### config.mk
export PLATFORM = sky130hd
export DESIGN_NAME = alu_flag_datamem_flat
export DESIGN_NICKNAME = d
export VERILOG_FILES = /design/src/rtl/alu_flag_datamem_if.sv /design/src/rtl/alu_flag_datamem.sv /design/src/flat_wrapper.sv
export SDC_FILE = /design/constraint.sdc
export NUM_CORES = 1
export LEC_CHECK = 0
export BUFFER_PORTS_ARGS = -buffer_cell sky130_fd_sc_hd__buf_2
export CORE_MARGIN = 3
export CORE_UTILIZATION = 35
export DETAILED_ROUTE_END_ITERATION = 8
export PLACE_DENSITY = 0.63
export SYNTH_ARGS = -nofsm -noshare
export SYNTH_HDL_FRONTEND = slang
export SYNTH_SLANG_ARGS = --single-unit
export TNS_END_PERCENT = 100
### constraint.sdc
create_clock -name clk -period 4.1 [get_ports clk]
set_input_delay 0.82 -clock clk [delete_from_list [all_inputs] [get_ports clk]]
set_output_delay 0.82 -clock clk [all_outputs]
set_load 0.03 [all_outputs]
### src/rtl/alu_flag_datamem_if.sv
// Execution-stage bus between the control unit/register file and the
// ALU + Z flag + data memory slice.
interface alu_flag_datamem_if;
  logic [2:0] op_alu;
  logic [7:0] a;
  logic [7:0] b;
  logic [7:0] alu_y;
  logic       alu_zero;
  logic       wez;
  logic       z;
  logic       mem_en;
  logic       mem_we;
  logic [6:0] mem_addr;
  logic [7:0] mem_wd;
  logic [7:0] mem_rd;

  modport master (
    output op_alu, a, b, wez, mem_en, mem_we, mem_addr, mem_wd,
    input  alu_y, alu_zero, z, mem_rd
  );

  modport slave (
    input  op_alu, a, b, wez, mem_en, mem_we, mem_addr, mem_wd,
    output alu_y, alu_zero, z, mem_rd
  );
endinterface

### src/rtl/alu_flag_datamem.sv
// 8-bit ALU with combinational zero, registered Z flag and a 128x8 data
// memory with combinational read; only z is touched by reset.
module alu_flag_datamem (
  input  logic                  clk,
  input  logic                  reset,
  alu_flag_datamem_if.slave     bus
);

  logic [7:0] alu_y;
  logic       alu_zero;
  logic       z_d;
  logic       z_q;
  logic       mem_wr;
  logic [7:0] mem_q [128];

  always_comb begin
    alu_y = 8'h00;
    case (bus.op_alu)
      3'b000:  alu_y = bus.a;
      3'b001:  alu_y = ~bus.a;
      3'b010:  alu_y = bus.a + bus.b;
      3'b011:  alu_y = bus.a - bus.b;
      3'b100:  alu_y = bus.a & bus.b;
      3'b101:  alu_y = bus.a | bus.b;
      3'b110:  alu_y = ~bus.a + 8'd1;
      3'b111:  alu_y = ~bus.b + 8'd1;
      default: alu_y = 8'h00;
    endcase
  end

  assign alu_zero = (alu_y == 8'h00);

  always_comb begin
    z_d = z_q;
    if (bus.wez) begin
      z_d = alu_zero;
    end
  end

  always_ff @(posedge clk) begin
    if (!reset) begin
      z_q <= 1'b0;
    end else begin
      z_q <= z_d;
    end
  end

  // Memory array has no reset: writes proceed even while reset is low.
  assign mem_wr = bus.mem_en & bus.mem_we;

  always_ff @(posedge clk) begin
    if (mem_wr) begin
      mem_q[bus.mem_addr] <= bus.mem_wd;
    end
  end

  assign bus.alu_y    = alu_y;
  assign bus.alu_zero = alu_zero;
  assign bus.z        = z_q;
  assign bus.mem_rd   = bus.mem_en ? mem_q[bus.mem_addr] : 8'h00;

endmodule

### src/flat_wrapper.sv
// flat-port wrapper written by rule: the top's interface ports become plain ports
module alu_flag_datamem_flat 
  (clk, reset, bus_op_alu, bus_a, bus_b, bus_wez, bus_mem_en, bus_mem_we, bus_mem_addr, bus_mem_wd, bus_alu_y, bus_alu_zero, bus_z, bus_mem_rd);
  alu_flag_datamem_if bus_i ();
  input  logic clk;
  input  logic reset;
  input wire logic [$bits(bus_i.op_alu)-1:0] bus_op_alu;
  input wire logic [$bits(bus_i.a)-1:0] bus_a;
  input wire logic [$bits(bus_i.b)-1:0] bus_b;
  input wire logic [$bits(bus_i.wez)-1:0] bus_wez;
  input wire logic [$bits(bus_i.mem_en)-1:0] bus_mem_en;
  input wire logic [$bits(bus_i.mem_we)-1:0] bus_mem_we;
  input wire logic [$bits(bus_i.mem_addr)-1:0] bus_mem_addr;
  input wire logic [$bits(bus_i.mem_wd)-1:0] bus_mem_wd;
  output wire logic [$bits(bus_i.alu_y)-1:0] bus_alu_y;
  output wire logic [$bits(bus_i.alu_zero)-1:0] bus_alu_zero;
  output wire logic [$bits(bus_i.z)-1:0] bus_z;
  output wire logic [$bits(bus_i.mem_rd)-1:0] bus_mem_rd;
  assign bus_i.op_alu = bus_op_alu;
  assign bus_i.a = bus_a;
  assign bus_i.b = bus_b;
  assign bus_i.wez = bus_wez;
  assign bus_i.mem_en = bus_mem_en;
  assign bus_i.mem_we = bus_mem_we;
  assign bus_i.mem_addr = bus_mem_addr;
  assign bus_i.mem_wd = bus_mem_wd;
  assign bus_alu_y = bus_i.alu_y;
  assign bus_alu_zero = bus_i.alu_zero;
  assign bus_z = bus_i.z;
  assign bus_mem_rd = bus_i.mem_rd;
  alu_flag_datamem u_core (.clk(clk), .reset(reset), .bus(bus_i));
endmodule
==> impl_metrics.env <==
export IMPL_layout_cells_non_filler=4391
export IMPL_fp_dieW_um=342
export IMPL_hold_viol=0
export IMPL_cap_violations=0
export IMPL_grt_use_total_pct=20.7
export IMPL_fin_area_um2=49300
export IMPL_viasPerCell=5.83
export IMPL_startpoint="bus_b[1]"
export IMPL_first_pass_iters=5
export IMPL_core_area_um2=111000
export IMPL_placed_cell_area_um2=44500
export IMPL_grt_pass1_wl_um=178000
export IMPL_grt_start_max_net_pins=116
export IMPL_ys_seq_area_share_pct=77.9
export IMPL_fillers=9538
export IMPL_tightest_slew_ns=1.24
export IMPL_cts_tree="yes"
export IMPL_wl_per_cell_um=28.6
export IMPL_grt_antenna_before_repair=4
export IMPL_crit_path_max_fanout=5
export IMPL_floorplan_initialDensity_pct=35.5
export IMPL_synthArstFlopShare_pct=0
export IMPL_fmax_ghz=0.233
export IMPL_hold_slack_ns=0.447
export IMPL_period_minus_slack_ns=4.30
export IMPL_cp_required_ns=3.28
export IMPL_violations="negative setup slack"
export IMPL_dieHeight_um=342
export IMPL_cts_buffers=102
export IMPL_setup_viol=4
export IMPL_ys_warn_count=0
export IMPL_grt_setup_unrepaired="true"
export IMPL_hold_path_class="in2reg"
export IMPL_synthFlopType="edfxtp_1"
export IMPL_synthCells=2369
export IMPL_cts_root_buf="clkbuf_16"
export IMPL_outcome="finished with violations"
export IMPL_layout_nets=2863
export IMPL_synth_seq_cells=1025
export IMPL_min_path_cells=3
export IMPL_start_kind="primary input"
export IMPL_worst_slack_ns=-0.200
export IMPL_rr_worst_depth=2
export IMPL_ios=57
export IMPL_min_from="bus_wez"
export IMPL_fp_row_count=122
export IMPL_yosys_cell_types_count=73
export IMPL_fin_skew_ns=0
export IMPL_crit_path_end_kind="primary output"
export IMPL_layout_drive_gt1_share_pct=27.8
export IMPL_crit_arrival_ns=3.48
export IMPL_min_to="u_core.bus.z"
export IMPL_num_vias=25600
export IMPL_synth_edf_count=1024
export IMPL_synth_fp_nets=2420
export IMPL_max_slew_margin_pct=17.1
export IMPL_ir_drop_uv=429
export IMPL_drt_iter0_drc=3645
export IMPL_area_growth_pct=24.7
export IMPL_grt_pass1_vias=25500
export IMPL_die_area_um2=117000
export IMPL_syn_avg_cell_area_um2=16.7
export IMPL_post_route_util_pct=44.3
export IMPL_fin_setup_tns_ns=-0.293
export IMPL_place_inst=4156
export IMPL_clockBufferDepth=3
export IMPL_path_class="in2out"
export IMPL_place_congestion=0.950
export IMPL_hpwlAfterDp_um=79600
export IMPL_drc=0
export IMPL_htreeDepth=3
export IMPL_cts_reportedPaths_clkPinSlew_ns=0.06
export IMPL_r2r_start="u_core.bus.z"
export IMPL_maxSlewViolCount=0
export IMPL_numPortBuffers=56
export IMPL_wl_um=126000
export IMPL_clock_sinks=1025
export IMPL_clk_latency_ns=0.69
export IMPL_leakage_nw=16.0
export IMPL_drtAntennaViolNets=0
export IMPL_period_share_pct=105
export IMPL_grt_overflow=0
export IMPL_post_synth_instance_area_um2=39500
export IMPL_r2r_slack_ns=3.36
export IMPL_r2r_end="u_core.bus.z"
export IMPL_power_density_nw_per_um2=452
## Yosys cell counts (4+ instances only)
cell type / number / area share, %
nor3b_1: 7 / 0.13
mux2i_1: 27 / 0.68
buf_1: 26 / 0.25
and2_1: 5 / 0.079
and3_1: 4 / 0.063
a221o_1: 4 / 0.10
a311oi_1: 4 / 0.089
edfxtp_1: 1024 / 78
a41oi_1: 19 / 0.42
a211oi_1: 8 / 0.15
inv_1: 13 / 0.12
a22oi_1: 294 / 5.6
nand2b_1: 13 / 0.21
o21a_1: 6 / 0.11
or3_1: 5 / 0.079
a21oi_1: 46 / 0.58
nor4_1: 16 / 0.25
buf_2: 67 / 0.85
a31oi_1: 65 / 1.0
nor2_1: 173 / 1.6
and3b_1: 4 / 0.089
o31ai_1: 6 / 0.11
clkbuf_1: 69 / 0.66
or4_1: 4 / 0.076
a221oi_1: 88 / 2.0
a22o_1: 77 / 1.7
xor2_1: 8 / 0.18
mux2_2: 28 / 0.80
ha_1: 11 / 0.35
nand4_1: 19 / 0.30
mux4_2: 4 / 0.23
o22ai_1: 8 / 0.13
nand2_1: 73 / 0.69
o21ai_0: 36 / 0.46
nor2b_1: 12 / 0.19
nand3_1: 28 / 0.35
o211ai_1: 5 / 0.095
xnor2_1: 5 / 0.11
nor3_1: 10 / 0.13
## critical path: stages
cell and delay (ns):
buf_6 0.09, or3_4 0.41, nor3_4 0.20, nand2b_4 0.15
xor2_1 0.17, ha_2 0.33, a21oi_1 0.17, o311ai_1 0.11
nand2_1 0.11, nand3_2 0.10, or4_4 0.58, nor2_4 0.11
buf_6 0.13
## report_power, final
group	switching (mW)	leakage, nW	internal (mW)
Clock	3.98	1.58	5.09
Sequential	0.00621	9.21	11.5
Combinational	1.02	5.18	0.618
Total	5.00	16.0	17.3
## metal layers
| metal | global-route usage [%] | share of wire [%] | vias up |
|---|---|---|---|
| met5 | 0 | 0.0088 | - |
| met4 | 8.69 | 4.7 | 2 |
| met3 | 4.42 | 10 | 306 |
| met2 | 33.3 | 47 | 1600 |
| met1 | 27.2 | 38 | 13000 |
| li1 | - | - | 10700 |
## stage by stage
stage | total power, mW | setup WS, ns
after floorplan | 12.4 | -0.297
after global placement | 13.2 | -0.428
after detailed placement | 13.2 | -0.417
after CTS | 22.2 | -0.183
after global routing | 22.9 | -0.321
final | 22.3 | -0.200
## sequential cells by signal, indices dropped and copies added (netlist names)
register      cells
u_core.bus.z      1
u_core.mem_q   1024
## timing repair
item,in CTS,in global routing
cloned,4,5
hold buffers,0,0
buffers inserted,11,23
endpoints found under the setup margin,11,12
endpoints found under the hold margin,0,0
gates resized for setup,118,100
pin swaps,35,52
## logic make-up (layout without fill, tap and decap cells)
logic type	Yosys count	after routing	share of synthesized area, %
xor gates and xnor gates	13	13	0.288
adders and majority gates	13	13	0.424
other	0	3	0
and+or+nand+nor	385	387	4.57
DFF	1025	1025	77.9
buffers and inverters	180	709	1.95
muxes	59	59	1.71
AOI/OAI and AO/OA	694	694	13.2
## layout by cell type, fill, tap and decap left out, types with 13 or more instances in the layout
master	count
a31oi_1	52
a221oi_2	25
a21oi_1	43
buf_2	30
o21ai_0	31
a22o_1	77
buf_4	384
nor2_1	166
mux2i_1	27
clkinv_1	20
clkbuf_16	108
clkinv_2	20
nand3_1	27
clkbuf_1	25
mux2_2	28
nand4_1	19
a221oi_1	62
buf_6	30
buf_12	41
a41oi_1	13
nand2_1	72
edfxtp_1	1024
a22oi_1	284
## cell type report
cell class	count	area, um2	area share (%)
Inverter	14	52.6	0.107
Clock buffer	128	2670	5.42
Sequential cell	1025	30800	62.5
Clock inverter	64	566	1.15
Multi-Input combinational cell	1166	8750	17.8
Tap cell	1488	1860	3.78
Antenna cell	3	7.51	0.0152
Timing Repair Buffer	503	4580	9.31
## worst max path at each step
stage,to,cells past startpoint
2_1_floorplan,bus_alu_zero,14
3_3_place_gp,bus_mem_rd[4],12
3_5_place_dp,bus_mem_rd[3],15
4_1_cts,bus_alu_zero,14
5_1_grt,bus_alu_zero,14
6_report,bus_alu_zero,13
(Power assumes the default switching activity.)
